==> config.mk <==
export PLATFORM = sky130hd
export DESIGN_NAME = key_map_table
export DESIGN_NICKNAME = d
export VERILOG_FILES = /design/src/rtl/key_map_table.sv
export SDC_FILE = /design/constraint.sdc
export NUM_CORES = 1
export LEC_CHECK = 0
export BUFFER_PORTS_ARGS = -buffer_cell sky130_fd_sc_hd__buf_4
export CORE_UTILIZATION = 32
export DETAILED_ROUTE_END_ITERATION = 10
export PLACE_DENSITY = 0.48
export SYNTH_ARGS = -nofsm -noshare
export SYNTH_HDL_FRONTEND = slang
export SYNTH_SLANG_ARGS = --single-unit
==> constraint.sdc <==
create_clock -name clk -period 5.2 [get_ports clk]
set_input_delay 0 -clock clk [delete_from_list [all_inputs] [get_ports clk]]
set_output_delay 0 -clock clk [all_outputs]
set_load 0.05 [all_outputs]
==> src/rtl/key_map_table.sv <==
// key_map_table: one-hot physical-to-logical key remapping table.
// Sits between the keyboard debouncer and the note player / learning logic.
// Commands (WRITE, SWAP, CLEAR to identity) arrive on a valid/ready port.
// A registered read port returns the mapping for a one-hot physical key.
//
// Optional feature macro: KEY_MAP_PERM_CHECK_EN
//   When defined, a WRITE whose data already sits in another entry is
//   rejected, so the table always stays a permutation.
//
// Ports:
//   clk, rst            clock, asynchronous active-high reset
//   cmd_valid/ready     command handshake (ready high only in IDLE)
//   cmd_op              0=WRITE 1=SWAP 2=CLEAR 3=reserved
//   cmd_addr_a/b        one-hot entry selects
//   cmd_data            one-hot WRITE value
//   done, err           one-cycle completion / rejection pulses
//   rd_addr, rd_data    one-hot read select, registered read data
module key_map_table #(
    parameter int unsigned NUM_KEYS = 7
) (
    input  logic                clk,
    input  logic                rst,
    input  logic                cmd_valid,
    output logic                cmd_ready,
    input  logic [1:0]          cmd_op,
    input  logic [NUM_KEYS-1:0] cmd_addr_a,
    input  logic [NUM_KEYS-1:0] cmd_addr_b,
    input  logic [NUM_KEYS-1:0] cmd_data,
    output logic                done,
    output logic                err,
    input  logic [NUM_KEYS-1:0] rd_addr,
    output logic [NUM_KEYS-1:0] rd_data
);

    localparam int unsigned IW = (NUM_KEYS > 1) ? $clog2(NUM_KEYS) : 1;
    localparam logic [NUM_KEYS-1:0] ONE = {{(NUM_KEYS-1){1'b0}}, 1'b1};
    localparam logic [IW-1:0] LAST_K = IW'(NUM_KEYS - 1);

    localparam logic [1:0] OP_WRITE = 2'd0;
    localparam logic [1:0] OP_SWAP  = 2'd1;
    localparam logic [1:0] OP_CLEAR = 2'd2;

    typedef enum logic [1:0] {
        S_IDLE  = 2'd0,
        S_EXEC  = 2'd1,
        S_CLEAR = 2'd2
    } state_t;

    state_t              r_state;
    state_t              w_state_nxt;

    logic [NUM_KEYS-1:0] r_tbl [NUM_KEYS];
    logic [1:0]          r_op;
    logic [NUM_KEYS-1:0] r_addr_a;
    logic [NUM_KEYS-1:0] r_addr_b;
    logic [NUM_KEYS-1:0] r_data;
    logic [IW-1:0]       r_clr_k;
    logic                r_cmd_ready;
    logic                r_done;
    logic                r_err;
    logic [NUM_KEYS-1:0] r_rd_data;

    logic                w_accept;
    logic                w_done_nxt;
    logic                w_err_nxt;
    logic                w_wr_en;
    logic                w_swap_en;
    logic                w_clr_en;
    logic                w_dup;
    logic [IW-1:0]       w_idx_a;
    logic [IW-1:0]       w_idx_b;

    // Position of the set bit; only meaningful when the operand is one-hot.
    function automatic logic [IW-1:0] f_idx(input logic [NUM_KEYS-1:0] v);
        logic [IW-1:0] r;
        r = '0;
        for (int i = 0; i < NUM_KEYS; i++) begin
            if (v[i]) r = IW'(i);
        end
        return r;
    endfunction

    assign w_idx_a = f_idx(r_addr_a);
    assign w_idx_b = f_idx(r_addr_b);

`ifdef KEY_MAP_PERM_CHECK_EN
    // Duplicate detection: the value already lives in some other entry.
    always_comb begin
        w_dup = 1'b0;
        for (int i = 0; i < NUM_KEYS; i++) begin
            if ((IW'(i) != w_idx_a) && (r_tbl[i] == r_data)) w_dup = 1'b1;
        end
    end
`else
    assign w_dup = 1'b0;
`endif

    // State register.
    always_ff @(posedge clk or posedge rst) begin
        if (rst) r_state <= S_IDLE;
        else     r_state <= w_state_nxt;
    end

    // Next-state, table-update strobes and completion pulses.
    always_comb begin
        w_state_nxt = r_state;
        w_accept    = 1'b0;
        w_done_nxt  = 1'b0;
        w_err_nxt   = 1'b0;
        w_wr_en     = 1'b0;
        w_swap_en   = 1'b0;
        w_clr_en    = 1'b0;
        case (r_state)
            S_IDLE: begin
                if (cmd_valid) begin
                    w_accept    = 1'b1;
                    w_state_nxt = (cmd_op == OP_CLEAR) ? S_CLEAR : S_EXEC;
                end
            end
            S_EXEC: begin
                w_state_nxt = S_IDLE;
                case (r_op)
                    OP_WRITE: begin
                        if (!$onehot(r_addr_a) || !$onehot(r_data) || w_dup) begin
                            w_err_nxt = 1'b1;
                        end else begin
                            w_wr_en    = 1'b1;
                            w_done_nxt = 1'b1;
                        end
                    end
                    OP_SWAP: begin
                        if (!$onehot(r_addr_a) || !$onehot(r_addr_b)) begin
                            w_err_nxt = 1'b1;
                        end else begin
                            // a==b is a successful no-op.
                            w_swap_en  = (r_addr_a != r_addr_b);
                            w_done_nxt = 1'b1;
                        end
                    end
                    default: w_err_nxt = 1'b1;
                endcase
            end
            S_CLEAR: begin
                w_clr_en = 1'b1;
                if (r_clr_k == LAST_K) begin
                    w_state_nxt = S_IDLE;
                    w_done_nxt  = 1'b1;
                end
            end
            default: w_state_nxt = S_IDLE;
        endcase
    end

    // Command latch, clear counter and registered handshake/pulse outputs.
    always_ff @(posedge clk or posedge rst) begin
        if (rst) begin
            r_op        <= 2'd0;
            r_addr_a    <= '0;
            r_addr_b    <= '0;
            r_data      <= '0;
            r_clr_k     <= '0;
            r_cmd_ready <= 1'b1;
            r_done      <= 1'b0;
            r_err       <= 1'b0;
        end else begin
            if (w_accept) begin
                r_op     <= cmd_op;
                r_addr_a <= cmd_addr_a;
                r_addr_b <= cmd_addr_b;
                r_data   <= cmd_data;
                r_clr_k  <= '0;
            end else if (w_clr_en) begin
                r_clr_k  <= r_clr_k + IW'(1);
            end
            r_cmd_ready <= (w_state_nxt == S_IDLE);
            r_done      <= w_done_nxt;
            r_err       <= w_err_nxt;
        end
    end

    // Table storage; a swap exchanges both entries on the same edge.
    always_ff @(posedge clk or posedge rst) begin
        if (rst) begin
            for (int i = 0; i < NUM_KEYS; i++) r_tbl[i] <= ONE << i;
        end else if (w_wr_en) begin
            r_tbl[w_idx_a] <= r_data;
        end else if (w_swap_en) begin
            r_tbl[w_idx_a] <= r_tbl[w_idx_b];
            r_tbl[w_idx_b] <= r_tbl[w_idx_a];
        end else if (w_clr_en) begin
            r_tbl[r_clr_k] <= ONE << r_clr_k;
        end
    end

    // Read port; a same-edge update is not visible until the next read.
    always_ff @(posedge clk or posedge rst) begin
        if (rst)                   r_rd_data <= '0;
        else if ($onehot(rd_addr)) r_rd_data <= r_tbl[f_idx(rd_addr)];
        else                       r_rd_data <= '0;
    end

    assign cmd_ready = r_cmd_ready;
    assign done      = r_done;
    assign err       = r_err;
    assign rd_data   = r_rd_data;

endmodule
==> results of run 1 <==
[flip-flops by register name (all words and copies together) (netlist names)]
register	cells
r_addr_a	7
rd_data	7
r_op	2
err	1
cmd_ready	1
r_state	2
r_addr_b	7
done	1
r_clr_k	3
r_tbl	49
r_data	7
[final cells by class]
class | instances | area share (%)
multi-input cells | 603 | 53.2
flip-flops and latches | 87 | 26.5
repair buffers | 101 | 9.98
well taps | 275 | 4.17
clock buffers | 9 | 2.73
inverters | 49 | 2.24
clock inverters | 7 | 1.21
[synth_stat cells, types with 7 or more instances]
library cell	count	area (um^2)
dfstp_2	8	210
nand4_1	10	62.6
dfrtp_1	79	1980
a31oi_1	28	175
nand2b_1	7	43.8
nand3_1	36	180
clkbuf_1	13	48.8
o221ai_1	9	78.8
nand2_1	64	240
o21ai_0	18	90.1
mux2i_1	15	150
a211oi_1	8	60.1
nor2b_1	19	119
fa_1	16	320
xor2_1	7	61.3
ha_1	8	100
nor3_1	18	90.1
a22oi_1	7	52.6
buf_2	23	115
and2_1	8	50.1
a32oi_1	15	131
nor2_1	79	297
mux2_2	25	282
a21oi_1	56	280
buf_4	8	60.1
inv_1	49	184
a41oi_1	9	78.8
[placed cells by master, fill, tap and decap left out, drive strengths merged, types with 9 or more instances in the layout]
cell type    Yosys  layout
nor2            80      80
nand4           10      10
mux2i           15      15
dfrtp           79      79
clkbuf          13       9
a211oi          12      12
o221ai           9       9
a41oi            9       9
nand2           64      64
a32oi           15      15
nor3            26      26
nand3           38      38
nor2b           19      19
dlygate4sd3      0      26
a21oi           57      57
buf             38      75
inv             49      51
o21ai           20      20
mux2            28      28
fa              16      16
a31oi           30      30
[where the power goes]
group	total [mW]	internal (mW)	switching (mW)	leakage, nW
Sequential	1.41	0.957	0.455	1.09
Combinational	2.66	0.919	1.74	1.91
Clock	0.759	0.427	0.331	0.161
Total	4.83	2.30	2.52	3.16
[metrics by stage]
step           total power [mW]  cells  instance area, um^2  hold slack (ns)
2_1_floorplan              2.92    790                 7050           0.0826
6_report                   4.83   1131                 8250            0.197
3_5_place_dp               3.96   1089                 7670            0.168
3_3_place_gp               3.97   1089                 7670            0.152
5_1_grt                    5.04   1131                 8250            0.260
4_1_cts                    4.75   1131                 8250            0.200
[routing by layer]
metal / share of wire [%] / vias up / wire length [um]
met4: 6.0 / 0 / 2060
met3: 10 / 123 / 3440
li1: - / 3079 / -
met5: 0 / - / 0
met1: 40 / 3614 / 13900
met2: 43 / 455 / 14900
[cell families (layout without fill, tap and decap cells)]
family | Yosys count | count (layout)
simple gates | 287 | 287
compound gates | 235 | 235
buf+inv | 100 | 166
flops | 87 | 87
mux | 49 | 49
fa+ha+maj | 24 | 24
xor+xnor | 8 | 8
[how the worst max path moves through the flow]
stage                            from        end  slack [ns]  cells past startpoint
after global placement    r_addr_b[1]   r_tbl[1]        0.66                     12
after detailed placement  r_addr_b[1]  r_tbl[38]        0.58                     13
after floorplan           r_addr_b[3]  r_tbl[38]        0.91                     14
after CTS                 r_addr_b[1]  r_tbl[38]        0.57                     13
final                     r_addr_b[1]  r_tbl[38]        0.56                     13
after global routing      r_addr_a[3]  r_tbl[38]        0.36                     13
[worst max-delay path: stages (launching register included)]
cell,delay [ns]
dfrtp_1,0.38
inv_1,0.21
fa_1,0.48
fa_1,0.46
fa_1,0.37
inv_1,0.09
fa_1,0.39
nor4b_1,0.45
nand3_2,0.29
a21oi_4,0.29
buf_4,0.35
mux2i_1,0.28
o311ai_0,0.17
o32a_1,0.31
==> impl_summary.txt, run 1 <==
----------------------------------------------------
[Placement]
  DP Worst Slack ... 0.583 ns
  Port bufs ... 42
  Final weighted congestion in routability-driven placement ... roughly 1.0
  Half-perimeter wire length after detailed placement ... 25200 um

[Worst setup path]
  CP startpoint kind ... flop
  Critical Path Fanout Max ... 22
  Kind of end point of the critical path ... flop
  CP Data Required Time ... 5.46 ns
  End of the worst register-to-register path ... r_tbl[38]
  Type of the worst setup path ... flop to flop
  Number of cells traversed by the worst register-to-register path ... 13
  Critical path data arrival time ... between 4 and 5 ns
  R2r startpoint ... r_addr_b[1]
  Flop2flop setup slack ... 0.56 ns

[Timing]
  Final worst path period need ... 4.64 ns
  Slack of the critical path ... between 0.5 and 0.6 ns
  Final worst path period share ... around nine tenths
  Setup repair after global routing missed its margin ... no
  Final Hold Violating Endpoints ... 0
  Maximum clock frequency ... 216 MHz
  Worst rel slew slack ... -6.93%
  Sum of negative setup slack ... 0 ns
  Final Setup Violations ... 0
  Slew @ Worst Pin ... 1.60 ns
  Count of final max-slew check failures ... 8
  Max Clock Skew ... 0.00626 ns

[Drt]
  Router iterations before antenna repair ... 5
  Wirelength per Cell ... 30.3 um
  Routed via count ... a little over 7000
  Initial drt markers ... around 900
  Remaining routing DRC violations ... 0
  Total wirelength of the detailed-routed design ... 34300 um
  Mean number of vias per cell ... 6.43
  Post-DRT Antenna Nets ... 0

[Synth]
  Post-Syn Instances ... 790
  Post-synthesis sequential area ratio ... 31.0%
  Synthesized area ... 0.00705 mm^2
  Share of cell area taken by muxes after synthesis ... under 10%
  Fraction of the mapped netlist area in adder cells ... 5.96%
  Number of flip-flops and latches in the synthesized netlist ... 87
  Fraction of synthesis flops using an asynchronous set or reset pin ... 100%
  Simple logic cell fraction of the synthesized area ... 21.2%
  Count of distinct cell types in the synthesized netlist ... around 90
  Synth Warn # ... 0
  Most used flip-flop cell after synthesis ... dfrtp_1
  Number of enable flip-flop cells after synthesis ... 0
  Post-synthesis area per instance ... 8.93 um^2
  Compound-cell area share of the yosys netlist ... roughly 25%
  Largest family of logic cells by synthesized area ... compound AO/OA/AOI/OAI gates
  Synthesized netlist net count ... 847
  Xor-xnor portion of the synthesized cell area ... 0.993%

[Global route]
  Met3 Use GR ... 7.58%
  Met1 usage in global routing ... between 40 and 50%
  Number of antenna violations at the first check in global routing ... 1
  Grt peak-use layer ... met2
  Met2 demand-to-capacity share in global routing ... 47.2%
  Largest net degree at the start of global routing ... 50
  Vias in the first global route ... 7178
  Congestion Overflow GR ... 0
  First-pass GRT wire length ... 50000 um
  GRT Overall Usage ... 31.4%

[Floorplanning]
  Row count ... 53
  Count of boundary I/O pins ... 43
  Starting density of the core ... 33.1%
  DIE AREA ... ~0.023 mm^2
  Die outline width ... approximately 150 um
  DIE HEIGHT ... 150 um
  Area of the core ... 0.0213 mm^2

[Power]
  Cell area power density ... 585 mW/mm^2
  Worst-case vdd ir drop ... 0.000210 V
  Static power due to leakage ... 3.16 nW

[Final layout]
  Share of the core filled with cells in the final layout ... 38.8%
  Area taken by multi-input logic gates ... 0.00439 mm^2
  Layout cells sized above 1 ... 20.1%
  Footprint of the flip-flops and latches ... 0.00219 mm^2
  Fillers ... between 2000 and 2500
  Diode insertion count for antenna repair ... 0
  Total Nets Final ... a little over 900
  Area grow syn2layout ... 17.0%

[Clock tree]
  Number of buffers inserted during clock tree synthesis ... 9
  TritonCTS clock tree ... yes
  Root buf cell ... clkbuf_16
  Later-pin clock latency in the skew report ... between 0.3 and 0.4 ns
  Number of hold-repair buffers added at the cts stage ... 26
  Number of post-CTS setup repair buffers ... 0
  # clock sinks ... between 80 and 90
  H-tree Lvls ... 3
  Max Buffers Root-to-Sink ... 2
  CTS clock-pin slew for the worst setup and hold paths ... 0.07 ns
  Resized cells post-CTS ... 0

[Worst hold path]
  WHS Endpoint ... rd_data[0]
  Type of the tightest min-delay check ... input pin to flop
  Cell depth of the worst hold path ... 5
  HP Start ... rd_addr[5]

[Flow run]
  Maximum capacitance violations ... 1

[Outcome]
  Violations in the final reports ... capacitance limit, slew limit
  Run status ... complete, but fails checks

----------------------------------------------------
Power figures use the tool's default switching activity.
==> run 2: changes to the inputs <==
--- a/config.mk
+++ b/config.mk
@@ -8,7 +8,7 @@
 export BUFFER_PORTS_ARGS = -buffer_cell sky130_fd_sc_hd__buf_4
 export CORE_UTILIZATION = 32
 export DETAILED_ROUTE_END_ITERATION = 10
-export PLACE_DENSITY = 0.48
+export PLACE_DENSITY = 0.5
 export SYNTH_ARGS = -nofsm -noshare
 export SYNTH_HDL_FRONTEND = slang
 export SYNTH_SLANG_ARGS = --single-unit
==> constraint.sdc (replaced) <==
create_clock -name clk -period 3.8 [get_ports clk]
set_input_delay 0 -clock clk [delete_from_list [all_inputs] [get_ports clk]]
set_output_delay 0 -clock clk [all_outputs]
set_load 0.05 [all_outputs]
==> run 2 against run 1 <==
The flow finishes with violations (setup timing). Global-route usage is 2.0 points lower. Critical path depth is 3 higher. Cell count is 9.5% higher. Combinational power is 66% higher. Via count is 5.6% higher. Routed wire length is 5.1% lower. Power is 51% higher. Maximum frequency is 17% higher. First-iteration DRC count is 0.22% lower. Critical path type unchanged. Largest power group unchanged.
==> impl_summary.txt, run 2 (synthesized netlist as in run 1, its figures left out) <==
----------------------------------------------------
[Power]
  Share of power burned in registers ... 26.7% (was 29.2%)
  Cell area power density ... 735 mW/mm^2 (was 585 mW/mm^2)
  Static power due to leakage ... 3.84 nW (was 3.16 nW)
  Share of total power in combinational logic ... 60.5% (was 55.0%)
  Switching part of the total power ... 50.9% (was 52.3%)
  Final Power ... 7.29 mW (was 4.83 mW)
  Internal power summed over all cells ... 3.58 mW (was 2.30 mW)
  Worst-case vdd ir drop ... 0.000348 V (was 0.000210 V)
  Net Sw Power ... 3.71 mW (was 2.52 mW)
  Clock network fraction of design power ... 12.8% (was 15.7%)

[Final layout]
  Fillers ... 2040 (was 2146)
  Share of the core filled with cells in the final layout ... 46.6% (was 38.8%)
  Layout cells sized above 1 ... 39.1% (was 20.1%)
  Area grow syn2layout ... 40.6% (was 17.0%)
  Diode insertion count for antenna repair ... 0 (unchanged)
  Commonest cells after routing, fill and taps aside ... buf_4, dfrtp_1, nand2_1 (was nor2_1, dfrtp_1, buf_4)
  Register bank with the most flops ... r_tbl (unchanged)
  Flip-flop count of the largest register after layout ... 49 (unchanged)
  Most common cell after layout, fill and taps aside ... buf_4
  Total Nets Final ... 1016 (was 908)

[Placement]
  Port bufs ... 42 (unchanged)
  DP Worst Slack ... -0.255 ns (was 0.583 ns)
  Final weighted congestion in routability-driven placement ... 1.01 (was 1.04)
  Half-perimeter wire length after detailed placement ... 23500 um (was 25200 um)

[Worst setup path]
  End of the worst register-to-register path ... r_tbl[46] (was r_tbl[38])
  Flop2flop setup slack ... -0.18 ns (was 0.56 ns)
  Number of cells traversed by the worst register-to-register path ... 16 (was 13)
  CP startpoint kind ... flop (unchanged)
  Critical Path Fanout Max ... 8 (was 22)
  Critical path data arrival time ... 4.26 ns (was 4.89 ns)
  R2r startpoint ... r_addr_a[1] (was r_addr_b[1])
  CP Data Required Time ... 4.08 ns (was 5.46 ns)
  Type of the worst setup path ... flop to flop (unchanged)
  Kind of end point of the critical path ... flop (unchanged)

[Timing]
  Maximum clock frequency ... 251 MHz (was 216 MHz)
  Final Hold Violating Endpoints ... 0 (unchanged)
  Setup repair after global routing missed its margin ... yes (was no)
  Worst rel slew slack ... 23.5% (was -6.93%)
  Slack of the critical path ... -0.180 ns (was 0.563 ns)
  Hold Slack ... 0.173 ns (was 0.197 ns)
  Sum of negative setup slack ... -5.32 ns (was 0 ns)
  Count of final max-slew check failures ... 0 (was 8)
  Final worst path period need ... 3.98 ns (was 4.64 ns)
  Slew @ Worst Pin ... 1.14 ns (was 1.60 ns)
  Final worst path period share ... 105% (was 89.2%)
  Final Setup Violations ... 48 (was 0)
  Max Clock Skew ... 0.0114 ns (was 0.00626 ns)

[Outcome]
  Run status ... complete, but fails checks (unchanged)
  Violations in the final reports ... setup timing (was capacitance limit, slew limit)

[Floorplanning]
  Die outline width ... 150 um (unchanged)
  Count of boundary I/O pins ... 43 (unchanged)
  Starting density of the core ... 33.1% (unchanged)
  DIE HEIGHT ... 150 um (unchanged)
  Row count ... 53 (unchanged)
  DIE AREA ... 0.0226 mm^2 (unchanged)
  Area of the core ... 0.0213 mm^2 (unchanged)

[Clock tree]
  Number of buffers inserted during clock tree synthesis ... 9 (unchanged)
  CTS clock-pin slew for the worst setup and hold paths ... 0.07 ns (about the same)
  # clock sinks ... 87 (unchanged)
  Later-pin clock latency in the skew report ... 0.36 ns (about the same)
  Max Buffers Root-to-Sink ... 2 (unchanged)
  Root buf cell ... clkbuf_16 (unchanged)
  TritonCTS clock tree ... yes (unchanged)
  H-tree Lvls ... 3 (unchanged)

[Drt]
  Initial drt markers ... 920 (was 922)
  Total wirelength of the detailed-routed design ... 32600 um (was 34300 um)
  Post-DRT Antenna Nets ... 0 (unchanged)
  Remaining routing DRC violations ... 0 (unchanged)
  Router iterations before antenna repair ... 5 (unchanged)
  Mean number of vias per cell ... 6.20 (was 6.43)
  Routed via count ... 7678 (was 7271)
  Wirelength per Cell ... 26.3 um (was 30.3 um)

[Global route]
  Number of antenna violations at the first check in global routing ... 0 (was 1)
  GRT Overall Usage ... 29.4% (was 31.4%)
  Vias in the first global route ... 7443 (was 7178)
  Congestion Overflow GR ... 0 (unchanged)
  First-pass GRT wire length ... 48000 um (was 50000 um)
  Largest net degree at the start of global routing ... 56 (was 50)

[Flow run]
  Maximum capacitance violations ... 0 (was 1)

[Worst hold path]
  HP Start ... rd_addr[5] (unchanged)
  Cell depth of the worst hold path ... 4 (was 5)
  Type of the tightest min-delay check ... input pin to flop (unchanged)
  WHS Endpoint ... rd_data[0] (unchanged)

----------------------------------------------------
run 2: worst max path at each step:
| stage | start | to | slack [ns] |
|---|---|---|---|
| after CTS | r_addr_a[1] | r_tbl[17] | -0.14 |
| after floorplan | r_addr_a[1] | r_tbl[38] | -0.14 |
| final | r_addr_a[1] | r_tbl[46] | -0.18 |
| after global routing | r_addr_a[1] | r_tbl[43] | -0.38 |
| after global placement | r_data[0] | r_tbl[28] | -0.27 |
| after detailed placement | r_addr_a[0] | r_tbl[28] | -0.26 |
run 2: what timing repair did:
item	4_1_cts	5_1_grt
buffers inserted	17	9
gates cloned	2	1
hold buffers	26	0
pin swaps	20	31
hold endpoints to repair	76	0
gates resized for setup	84	82
endpoints found under the setup margin	49	49
run 2: critical path: stages (launching register included):
cell and delay (ns):
dfrtp_1 0.39, inv_4 0.05, fa_1 0.56, fa_1 0.44, fa_2 0.35, inv_2 0.06
fa_1 0.45, nor4_4 0.14, buf_4 0.19, buf_6 0.10, and3_4 0.22, buf_6 0.14
a21oi_4 0.04, a211oi_4 0.37, buf_6 0.20, nor2_2 0.04, a31oi_1 0.14
run 2: cell type report:
cell class	instances	area (um^2)	share of cell area (%)
clock buffers	10	229	2.31
repair buffers	208	1850	18.7
multi-input cells	604	5040	50.9
clock inverters	6	68.8	0.694
flip-flops and latches	87	2190	22.1
well taps	275	344	3.47
inverters	49	191	1.93
run 2: through the flow:
stage | cell area [um^2] | instances
after floorplan | 7170 | 790
after global placement | 8380 | 1170
after global routing | 9920 | 1239
final | 9920 | 1239
after CTS | 9460 | 1231
after detailed placement | 8380 | 1170
run 2: layer usage:
metal	global-route usage [%]	wire (um)
met1	39.4	13600
met2	42.9	13700
met3	8.30	3550
met4	14.6	1770
met5	0	0
run 2: power by group through the flow:
stage	logic, mW	registers, mW	clock network (mW)
6_report	4.41	1.95	0.929
5_1_grt	4.69	1.95	0.973
4_1_cts	4.14	1.86	0.940
3_5_place_dp	3.80	1.87	0
3_3_place_gp	3.80	1.88	0
2_1_floorplan	2.48	1.64	0
